File: src/rtl/mem_display_sequencer_pkg.sv
// Shared definitions for the memory display sequencer.
// Holds the state encoding, the default display parameters and the address
// stepping helper. It is imported by the top level.
package mem_display_sequencer_pkg;

  typedef enum logic [1:0] {
    ST_RUN   = 2'd0,
    ST_DRAIN = 2'd1,
    ST_FETCH = 2'd2,
    ST_HOLD  = 2'd3
  } seq_state_t;

  localparam logic [15:0] DWELL_DEFAULT     = 16'd1000;
  localparam logic [31:0] BASE_ADDR_DEFAULT = 32'h0000_0004;
  localparam logic [31:0] STEP_DEFAULT      = 32'h0000_0004;
  localparam logic [31:0] LAST_ADDR_DEFAULT = 32'h0000_003C;

  // Next word address in the display walk, wrapping from last back to base.
  // Arithmetic is plain 32-bit modulo.
  function automatic logic [31:0] next_disp_addr(
    input logic [31:0] addr,
    input logic [31:0] base,
    input logic [31:0] step,
    input logic [31:0] last
  );
    return (addr == last) ? base : addr + step;
  endfunction

endpackage

File: src/rtl/mem_display_sequencer_finish_sync.sv
// finish_sync: brings the asynchronous "execution finished" button level
// into the clk domain and produces a one-cycle pulse on its rising edge.
// Ports:
//   clk          system clock
//   reset        synchronous reset, active low
//   finish       asynchronous level from the button
//   finish_pulse one-cycle pulse on the synchronised rising edge
module finish_sync (
  input  logic clk,
  input  logic reset,
  input  logic finish,
  output logic finish_pulse
);

  logic sync_q1;
  logic sync_q2;
  logic sync_q3;

  // sync_q1/sync_q2 form the metastability chain; sync_q3 only remembers the
  // previous synchronised value for edge detection.
  always_ff @(posedge clk) begin
    if (!reset) begin
      sync_q1 <= 1'b0;
      sync_q2 <= 1'b0;
      sync_q3 <= 1'b0;
    end else begin
      sync_q1 <= finish;
      sync_q2 <= sync_q1;
      sync_q3 <= sync_q2;
    end
  end

  assign finish_pulse = sync_q2 & ~sync_q3;

endmodule

File: src/rtl/mem_display_sequencer.sv
// mem_display_sequencer: shares the data memory port between the CPU and a
// display walker. While the CPU runs, its bus passes straight through. After
// the finish button, the last CPU write is allowed to drain, then the block
// takes the port and shows one memory word at a time on the 4-digit display,
// dwelling DWELL tick_1k pulses per word and wrapping LAST_ADDR -> BASE_ADDR.
//
// Ports:
//   clk, reset                       clock, synchronous active-low reset
//   tick_1k                          1 kHz one-cycle enable
//   finish                           asynchronous button level
//   cpu_mem_read/write, cpu_addr,
//   cpu_wdata                        CPU bus request
//   mem_rdata                        memory read data (same-cycle)
//   mem_read/write, mem_addr,
//   mem_wdata                        memory port
//   cpu_grant                        1 while the CPU owns the memory port
//   disp_word, disp_valid            captured word for the digit scanner
//
// state    | meaning
// ---------+--------------------------------------------------------------
// ST_RUN   | CPU owns memory, bus passed through combinationally
// ST_DRAIN | finish seen; CPU keeps the port only while it is still writing
// ST_FETCH | one-cycle read of disp_addr, capture low 16 bits for display
// ST_HOLD  | keep showing the word, count tick_1k until the dwell expires
module mem_display_sequencer
  import mem_display_sequencer_pkg::*;
#(
  parameter logic [15:0] DWELL     = DWELL_DEFAULT,
  parameter logic [31:0] BASE_ADDR = BASE_ADDR_DEFAULT,
  parameter logic [31:0] STEP      = STEP_DEFAULT,
  parameter logic [31:0] LAST_ADDR = LAST_ADDR_DEFAULT
) (
  input  logic        clk,
  input  logic        reset,
  input  logic        tick_1k,
  input  logic        finish,
  input  logic        cpu_mem_read,
  input  logic        cpu_mem_write,
  input  logic [31:0] cpu_addr,
  input  logic [31:0] cpu_wdata,
  input  logic [31:0] mem_rdata,
  output logic        mem_read,
  output logic        mem_write,
  output logic [31:0] mem_addr,
  output logic [31:0] mem_wdata,
  output logic        cpu_grant,
  output logic [15:0] disp_word,
  output logic        disp_valid
);

  seq_state_t  state;
  seq_state_t  state_next;
  logic [31:0] disp_addr;
  logic [31:0] disp_addr_next;
  logic [15:0] dwell_cnt;
  logic [15:0] dwell_cnt_next;
  logic [15:0] disp_word_next;
  logic        disp_valid_next;
  logic        finish_pulse;

  // Only the low half of a word is displayed.
  logic unused_rdata_hi;
  assign unused_rdata_hi = ^mem_rdata[31:16];

  finish_sync u_finish_sync (
    .clk          (clk),
    .reset        (reset),
    .finish       (finish),
    .finish_pulse (finish_pulse)
  );

  always_ff @(posedge clk) begin
    if (!reset) begin
      state      <= ST_RUN;
      disp_addr  <= BASE_ADDR;
      dwell_cnt  <= '0;
      disp_word  <= '0;
      disp_valid <= 1'b0;
    end else begin
      state      <= state_next;
      disp_addr  <= disp_addr_next;
      dwell_cnt  <= dwell_cnt_next;
      disp_word  <= disp_word_next;
      disp_valid <= disp_valid_next;
    end
  end

  always_comb begin
    state_next      = state;
    disp_addr_next  = disp_addr;
    dwell_cnt_next  = dwell_cnt;
    disp_word_next  = disp_word;
    disp_valid_next = disp_valid;
    cpu_grant       = 1'b0;
    mem_read        = 1'b0;
    mem_write       = 1'b0;
    mem_addr        = disp_addr;
    mem_wdata       = '0;

    case (state)
      ST_RUN: begin
        cpu_grant = 1'b1;
        if (finish_pulse) begin
          state_next = ST_DRAIN;
        end
      end

      // Every exit from DRAIN starts the walk at BASE_ADDR, so a further
      // finish pulse here needs no extra handling.
      ST_DRAIN: begin
        if (cpu_mem_write) begin
          cpu_grant = 1'b1;
        end else begin
          mem_addr       = BASE_ADDR;
          disp_addr_next = BASE_ADDR;
          dwell_cnt_next = '0;
          state_next     = ST_FETCH;
        end
      end

      ST_FETCH: begin
        mem_read = 1'b1;
        if (finish_pulse) begin
          disp_addr_next = BASE_ADDR;
          dwell_cnt_next = '0;
        end else begin
          disp_word_next  = mem_rdata[15:0];
          disp_valid_next = 1'b1;
          dwell_cnt_next  = '0;
          state_next      = ST_HOLD;
        end
      end

      ST_HOLD: begin
        mem_read = 1'b1;
        if (finish_pulse) begin
          disp_addr_next = BASE_ADDR;
          dwell_cnt_next = '0;
          state_next     = ST_FETCH;
        end else if (tick_1k) begin
          if (dwell_cnt == DWELL - 16'd1) begin
            disp_addr_next = next_disp_addr(disp_addr, BASE_ADDR, STEP, LAST_ADDR);
            dwell_cnt_next = '0;
            state_next     = ST_FETCH;
          end else begin
            dwell_cnt_next = dwell_cnt + 16'd1;
          end
        end
      end

      default: begin
        state_next = ST_RUN;
      end
    endcase

    // The CPU bus is a pure combinational pass-through whenever it is granted.
    if (cpu_grant) begin
      mem_read  = cpu_mem_read;
      mem_write = cpu_mem_write;
      mem_addr  = cpu_addr;
      mem_wdata = cpu_wdata;
    end
  end

endmodule

File: config.mk
export PLATFORM = sky130hd
export DESIGN_NAME = mem_display_sequencer
export DESIGN_NICKNAME = d
export VERILOG_FILES = /design/src/rtl/mem_display_sequencer_pkg.sv /design/src/rtl/mem_display_sequencer_finish_sync.sv /design/src/rtl/mem_display_sequencer.sv
export SDC_FILE = /design/constraint.sdc
export NUM_CORES = 1
export LEC_CHECK = 0
export CAP_MARGIN = 20
export CELL_PAD_IN_SITES_DETAIL_PLACEMENT = 0
export CELL_PAD_IN_SITES_GLOBAL_PLACEMENT = 1
export CORE_ASPECT_RATIO = 0.9
export CORE_MARGIN = 2
export CORE_UTILIZATION = 31
export CTS_BUF_LIST = sky130_fd_sc_hd__clkbuf_8
export DETAILED_ROUTE_END_ITERATION = 16
export MAX_ROUTING_LAYER = met4
export PLACE_DENSITY_LB_ADDON = 0.12
export SLEW_MARGIN = 25
export SYNTH_ARGS = -nofsm -noshare
export SYNTH_HDL_FRONTEND = slang
export SYNTH_SLANG_ARGS = --single-unit
File: constraint.sdc
create_clock -name clk -period 2.7 [get_ports clk]
set_clock_uncertainty 0.2 [all_clocks]
set_input_delay 0.54 -clock clk [delete_from_list [all_inputs] [get_ports clk]]
set_output_delay 0.54 -clock clk [all_outputs]
set_load 0.03 [all_outputs]
==> flow_summary.json, run 1 <==
{
  "areaGrowthSynthToFinish_pct": 45.3,
  "arrival_ns": 1.92,
  "hold_viol_final": 0,
  "yosys_warnings": 0,
  "io_buffers": 169,
  "synth_flop_cell": "dfxtp_1",
  "p_leak_nw": 2.29,
  "maxCapViolations": 0,
  "p_total_w": 0.00588,
  "drt_iter0_drc": 342,
  "synth_area_sq_um": 4230,
  "finalNonFillerCells": 850,
  "maxSlewViolCount": 0,
  "power_density_nw_per_um2": 957,
  "layout-drive-gt1-share": 0.196,
  "clk_latency_ns": 0.35,
  "coreArea_sq_um": 13400,
  "grt_busiest_layer": "met2",
  "grt-ovfl-total": 0,
  "synth_edf_count": 0,
  "place_inst": 834,
  "cpPeakStageDelay_ns": 0.49,
  "ant_nets": 0,
  "critPathSlowestCell": "clkdlybuf4s50_1",
  "synth-seq-cells": 70,
  "reg2reg_depth": 6,
  "fillerInstances": 1327,
  "worst_pin_slew_ns": 0.563,
  "status": "completed",
  "syn_nets": 618,
  "cts_buffer_depth": 2,
  "synthDistinctLibCells": 59,
  "whs_path_depth": 1,
  "placement_rows": 40,
  "wl_um": 13200,
  "worstPathRequired_ns": 1.96,
  "ys_seq_area_frac": 0.331,
  "die_w_um": 127,
  "critPathKind": "in -> out",
  "diodes": 0,
  "first_global_vias": 4133,
  "critical_path_buf_inv_count": 3,
  "use_met3": 0.0349,
  "cts_num_sinks": 70,
  "initial_core_util": 0.317,
  "route.detailed.drc": 0,
  "slew_headroom": 0.624,
  "netlist_instances": 510,
  "critPathTopFamily": "buffers and inverters",
  "htreeDepth": 3,
  "final.period_utilization": 0.985,
  "setup_viol_count_final": 0,
  "drt-pass1-iter-count": 4,
  "hp-class": "reg -> reg",
  "grt_max_degree": 51,
  "endpoint_kind": "output pin",
  "synth.avg_cell_area_sq_um": 8.29,
  "worstPathMaxFanout": 50,
  "die_h_um": 115,
  "num_io_pins": 186,
  "cp-start-kind": "input pin",
  "use_met1": 0.236,
  "path_cells": "clkdlybuf4s50_1, a21o_2, buf_12, a22o_2, buf_4",
  "dpl.hpwl_um": 9840,
  "gp_routability_congestion": 0.847,
  "cts_buffers": 9,
  "via_per_inst": 5.14,
  "async_reset_ff_frac": 0,
  "grt.total_usage": 0.185,
  "cp.depth": 5,
  "route.vias.total": 4373,
  "post-route-min-period_ns": 2.66,
  "routedWlPerCell_um": 15.5,
  "cts_root_buf": "clkbuf_8",
  "final_net_count": 785,
  "met2_usage": 0.305,
  "tns_ns": 0,
  "grt_pass1_wl_um": 21200,
  "timing.fmax_mhz": 376,
  "die_area_sq_um": 14600,
  "cts_tree": "done",
  "cts.hold.buffers_added": 0,
  "path_clk_slew_ns": 0.08,
  "peakVddDrop_v": 0.000578,
  "antenna_found_initial": 0
}
## stage by stage
| step | utilization | setup slack, ns | hold slack (ns) | cell area [sq um] |
|---|---|---|---|---|
| after CTS | 0.459 | 0.0203 | 0.258 | 6140 |
| after detailed placement | 0.443 | 0.0110 | 0.220 | 5910 |
| after global routing | 0.460 | -0.00337 | 0.282 | 6140 |
| after floorplan | - | 0.0185 | 0.212 | 4230 |
| after global placement | 0.443 | 0.00227 | 0.214 | 5910 |
| final | 0.460 | 0.0401 | 0.254 | 6140 |
## power by group
| part | leakage, nW | internal (W) | switching, W |
|---|---|---|---|
| registers | 0.567 | 0.00110 | 0.0000377 |
| clock network | 0.118 | 0.000544 | 0.000414 |
| logic | 1.60 | 0.00149 | 0.00229 |
| total | 2.29 | 0.00314 | 0.00274 |
## Yosys cell counts, drive strengths merged, types with 6 or more instances
library cell	count	area [sq um]
buf	15	106
and2	41	257
nor2	31	116
clkbuf	20	88.8
a21oi	42	210
nand3	26	135
nand2	60	225
nor4	19	131
nor3	16	80.1
ha	6	75.1
a22oi	6	45.0
dfxtp	70	1400
xnor2	7	61.3
a22o	33	290
o21ai	8	43.8
inv	8	30.0
xor2	10	87.6
and3	6	37.5
and4	11	106
nand4	16	121
a31oi	15	93.8
nand2b	7	43.8
## final cells by class
cell class / count / area, sq um / share of cell area
clock buffer: 10 / 138 / 0.0224
tap: 168 / 210 / 0.0342
timing repair buffer: 194 / 1760 / 0.287
sequential: 70 / 1400 / 0.228
multi-input combinational: 394 / 2510 / 0.409
clock inverter: 6 / 86.3 / 0.0141
inverter: 8 / 30.0 / 0.00489
## registers in the layout, summed over array words and instances (netlist names)
name                   flops
u_finish_sync.sync_q2      1
disp_valid                 1
dwell_cnt                 16
state                      2
u_finish_sync.sync_q3      1
disp_word                 16
u_finish_sync.sync_q1      1
disp_addr                 32
## path summary, 6_finish.rpt
kind / start / endpoint / slack [ns]
max: cpu_mem_write / mem_addr[4] / 0.04
min: u_finish_sync.sync_q1$_SDFF_PN0_ / u_finish_sync.sync_q2$_SDFF_PN0_ / 0.25
max reg2reg: disp_addr[2]$_SDFFE_PN1P_ / disp_addr[26]$_SDFFE_PN0P_ / 0.30
min reg2reg: u_finish_sync.sync_q1$_SDFF_PN0_ / u_finish_sync.sync_q2$_SDFF_PN0_ / 0.25
## routing by layer
layer  wire length (um)  vias to the layer above
li1                   -                     2207
met1               5980                     2047
met2               6410                      110
met3                638                        9
met4                116                        0
met5                  0                        -
## cells in the final DEF (no fill, tap or decap), drive strengths merged, types with 19 or more instances in the layout
master	instances
dfxtp	70
nand2	60
nand3	26
a21oi	42
and2	41
nor4	19
a22o	33
nor2	31
buf	92
clkdlybuf4s50	102
## cell families after synthesis
kind of cell | synth area share
and+or+nand+nor | 0.308
AOI/OAI and AO/OA | 0.220
DFF | 0.331
buffers and inverters | 0.0763
xor gates and xnor gates | 0.0352
adders and majority gates | 0.0177
muxes | 0.0118
## timing repair
item / CTS / global route
endpoints found under the setup margin: 1 / 31
buffers inserted: 0 / 0
gates resized for setup: 1 / 3
No activity file was read; power rests on OpenSTA's default activity.
==> run 2, diff against run 1 <==
- RECOVER_POWER: unset -> 50
- clock period: 2.7 -> 3 ns (I/O delays scaled with it)
==> run 2 against run 1 <==
Effect of this change:
- via count hardly changed
- highest routed layer unchanged
- final area is 2.2% lower
- sequential share of layout area is 0.46 points higher
- global-route usage hardly changed
- clock power is 12% lower
- core utilization is 0.99 points lower
- final cell count is 0.94% lower
- critical path depth stayed put
- non-clock buffer count is 7 lower
- die area stayed put
==> flow_summary.json, run 2 (synthesis results as in run 1) <==
{
  "cts_num_sinks": 70,
  "multi_input_area_sq_um": 2490,
  "clk_latency_ns": 0.37,
  "cpPeakStageDelay_ns": 0.50,
  "final_net_count": 778,
  "critical_path_buf_inv_count": 3,
  "p_leak_nw": 2.26,
  "rsz0062_at_grt": "no",
  "areaGrowthSynthToFinish_pct": 42.1,
  "routedWlPerCell_um": 15.7,
  "maxCapViolations": 0,
  "mostFrequentLayoutCells": "clkdlybuf4s50_1, buf_4, dfxtp_1",
  "io_buffers": 169,
  "status": "completed",
  "diodes": 0,
  "worstPathMaxFanout": 26,
  "layout-drive-gt1-share": 0.171,
  "cts_buffers": 9,
  "drt_iter0_drc": 257,
  "route.detailed.drc": 0,
  "path_clk_slew_ns": 0.07,
  "antenna_found_initial": 0,
  "cts_buffer_depth": 2,
  "final_common_cell": "clkdlybuf4s50_1",
  "worst_pin_slew_ns": 1.32,
  "die_area_sq_um": 14600,
  "setup_viol_count_final": 0,
  "largest_reg_flops": 32,
  "maxSlewViolCount": 0,
  "critPathSlowestCell": "clkdlybuf4s50_1",
  "whs_ns": 0.236,
  "largest_register": "disp_addr",
  "placement_rows": 40,
  "postCtsSetupBuffers": 0,
  "final.period_utilization": 0.959,
  "peakVddDrop_v": 0.000487,
  "first_global_vias": 4100,
  "place_inst": 827,
  "critPathTopFamily": "buffers and inverters",
  "ff_latch_area_sq_um": 1400,
  "dpl_cell_area_sq_um": 5850,
  "fillerInstances": 1342,
  "ant_nets": 0,
  "slew_headroom": 0.120,
  "power_density_nw_per_um2": 861,
  "tns_ns": 0,
  "dpl.hpwl_um": 9660,
  "cts.hold.buffers_added": 0,
  "gp_routability_congestion": 0.827,
  "num_io_pins": 186,
  "via_per_inst": 5.19,
  "finalNonFillerCells": 842,
  "reg_top3": "disp_addr: 32 flops, disp_word: 16 flops, dwell_cnt: 16 flops",
  "finalInstanceArea_sq_um": 6010,
  "drt-pass1-iter-count": 4,
  "htreeDepth": 3,
  "grt_max_degree": 45,
  "initial_core_util": 0.317,
  "grt.total_usage": 0.184,
  "fin_util": 0.450,
  "cts_root_buf": "clkbuf_8",
  "grt_pass1_wl_um": 20900,
  "die_h_um": 115,
  "endpoint_kind": "output pin",
  "route.vias.total": 4372,
  "wl_um": 13200,
  "path_cells": "clkdlybuf4s50_1, a21o_2, clkbuf_4, a22o_1, buf_4",
  "hold_viol_final": 0,
  "post-route-min-period_ns": 2.88,
  "die_w_um": 127,
  "hp-class": "reg -> reg",
  "grt-ovfl-total": 0,
  "critPathKind": "in -> out",
  "timing.fmax_mhz": 348,
  "arrival_ns": 2.08,
  "coreArea_sq_um": 13400,
  "cts_tree": "done",
  "worstPathRequired_ns": 2.20,
  "cp-start-kind": "input pin",
  "ctsResizeCount": 0
}
## run 2: cell count changes in the layout (fill, tap and decap cells not counted), sizes merged
cell           change
clkbuf             +5
inv                -1
clkinvlp           +3
clkinv             -2
clkdlybuf4s50     -17
buf               -14
dlygate4sd3       +18
## run 2: report_power, final
part	internal (W)	switching [W]
Combinational	0.00126	0.00205
Clock	0.000461	0.000383
Sequential	0.000987	0.0000324
## run 2: worst paths after layout
kind | startpoint | to | slack, ns | cells past startpoint
hold / removal | u_finish_sync.sync_q1$_SDFF_PN0_ | u_finish_sync.sync_q2$_SDFF_PN0_ | 0.24 | 1
hold reg to reg | u_finish_sync.sync_q1$_SDFF_PN0_ | u_finish_sync.sync_q2$_SDFF_PN0_ | 0.24 | 1
setup / recovery | cpu_mem_write | mem_addr[19] | 0.12 | 5
setup reg to reg | disp_addr[2]$_SDFFE_PN1P_ | disp_addr[11]$_SDFFE_PN0P_ | 0.23 | 7
## run 2: final cells by class
| cell class | count | area share |
|---|---|---|
| Multi-Input combinational cell | 394 | 0.414 |
| Timing Repair Buffer | 187 | 0.278 |
| Sequential cell | 70 | 0.233 |
| Tap cell | 168 | 0.0350 |
| Clock buffer | 9 | 0.0206 |
| Clock inverter | 6 | 0.0146 |
| Inverter | 8 | 0.00499 |
## run 2: metrics by stage
stage | setup slack [ns] | power, W
6_report | 0.124 | 0.00518
3_5_place_dp | 0.201 | 0.00447
2_1_floorplan | 0.154 | 0.00313
4_1_cts | 0.140 | 0.00533
3_3_place_gp | 0.204 | 0.00444
5_1_grt | 0.0271 | 0.00548
## run 2: routing by layer
layer	wire length [um]	share of wire	up-vias	global-route usage
met3	571	0.043	8	0.0484
li1	-	-	2198	-
met5	0	0	-	-
met1	5910	0.45	2052	0.227
met4	89	0.0067	0	0.0403
met2	6640	0.50	114	0.306
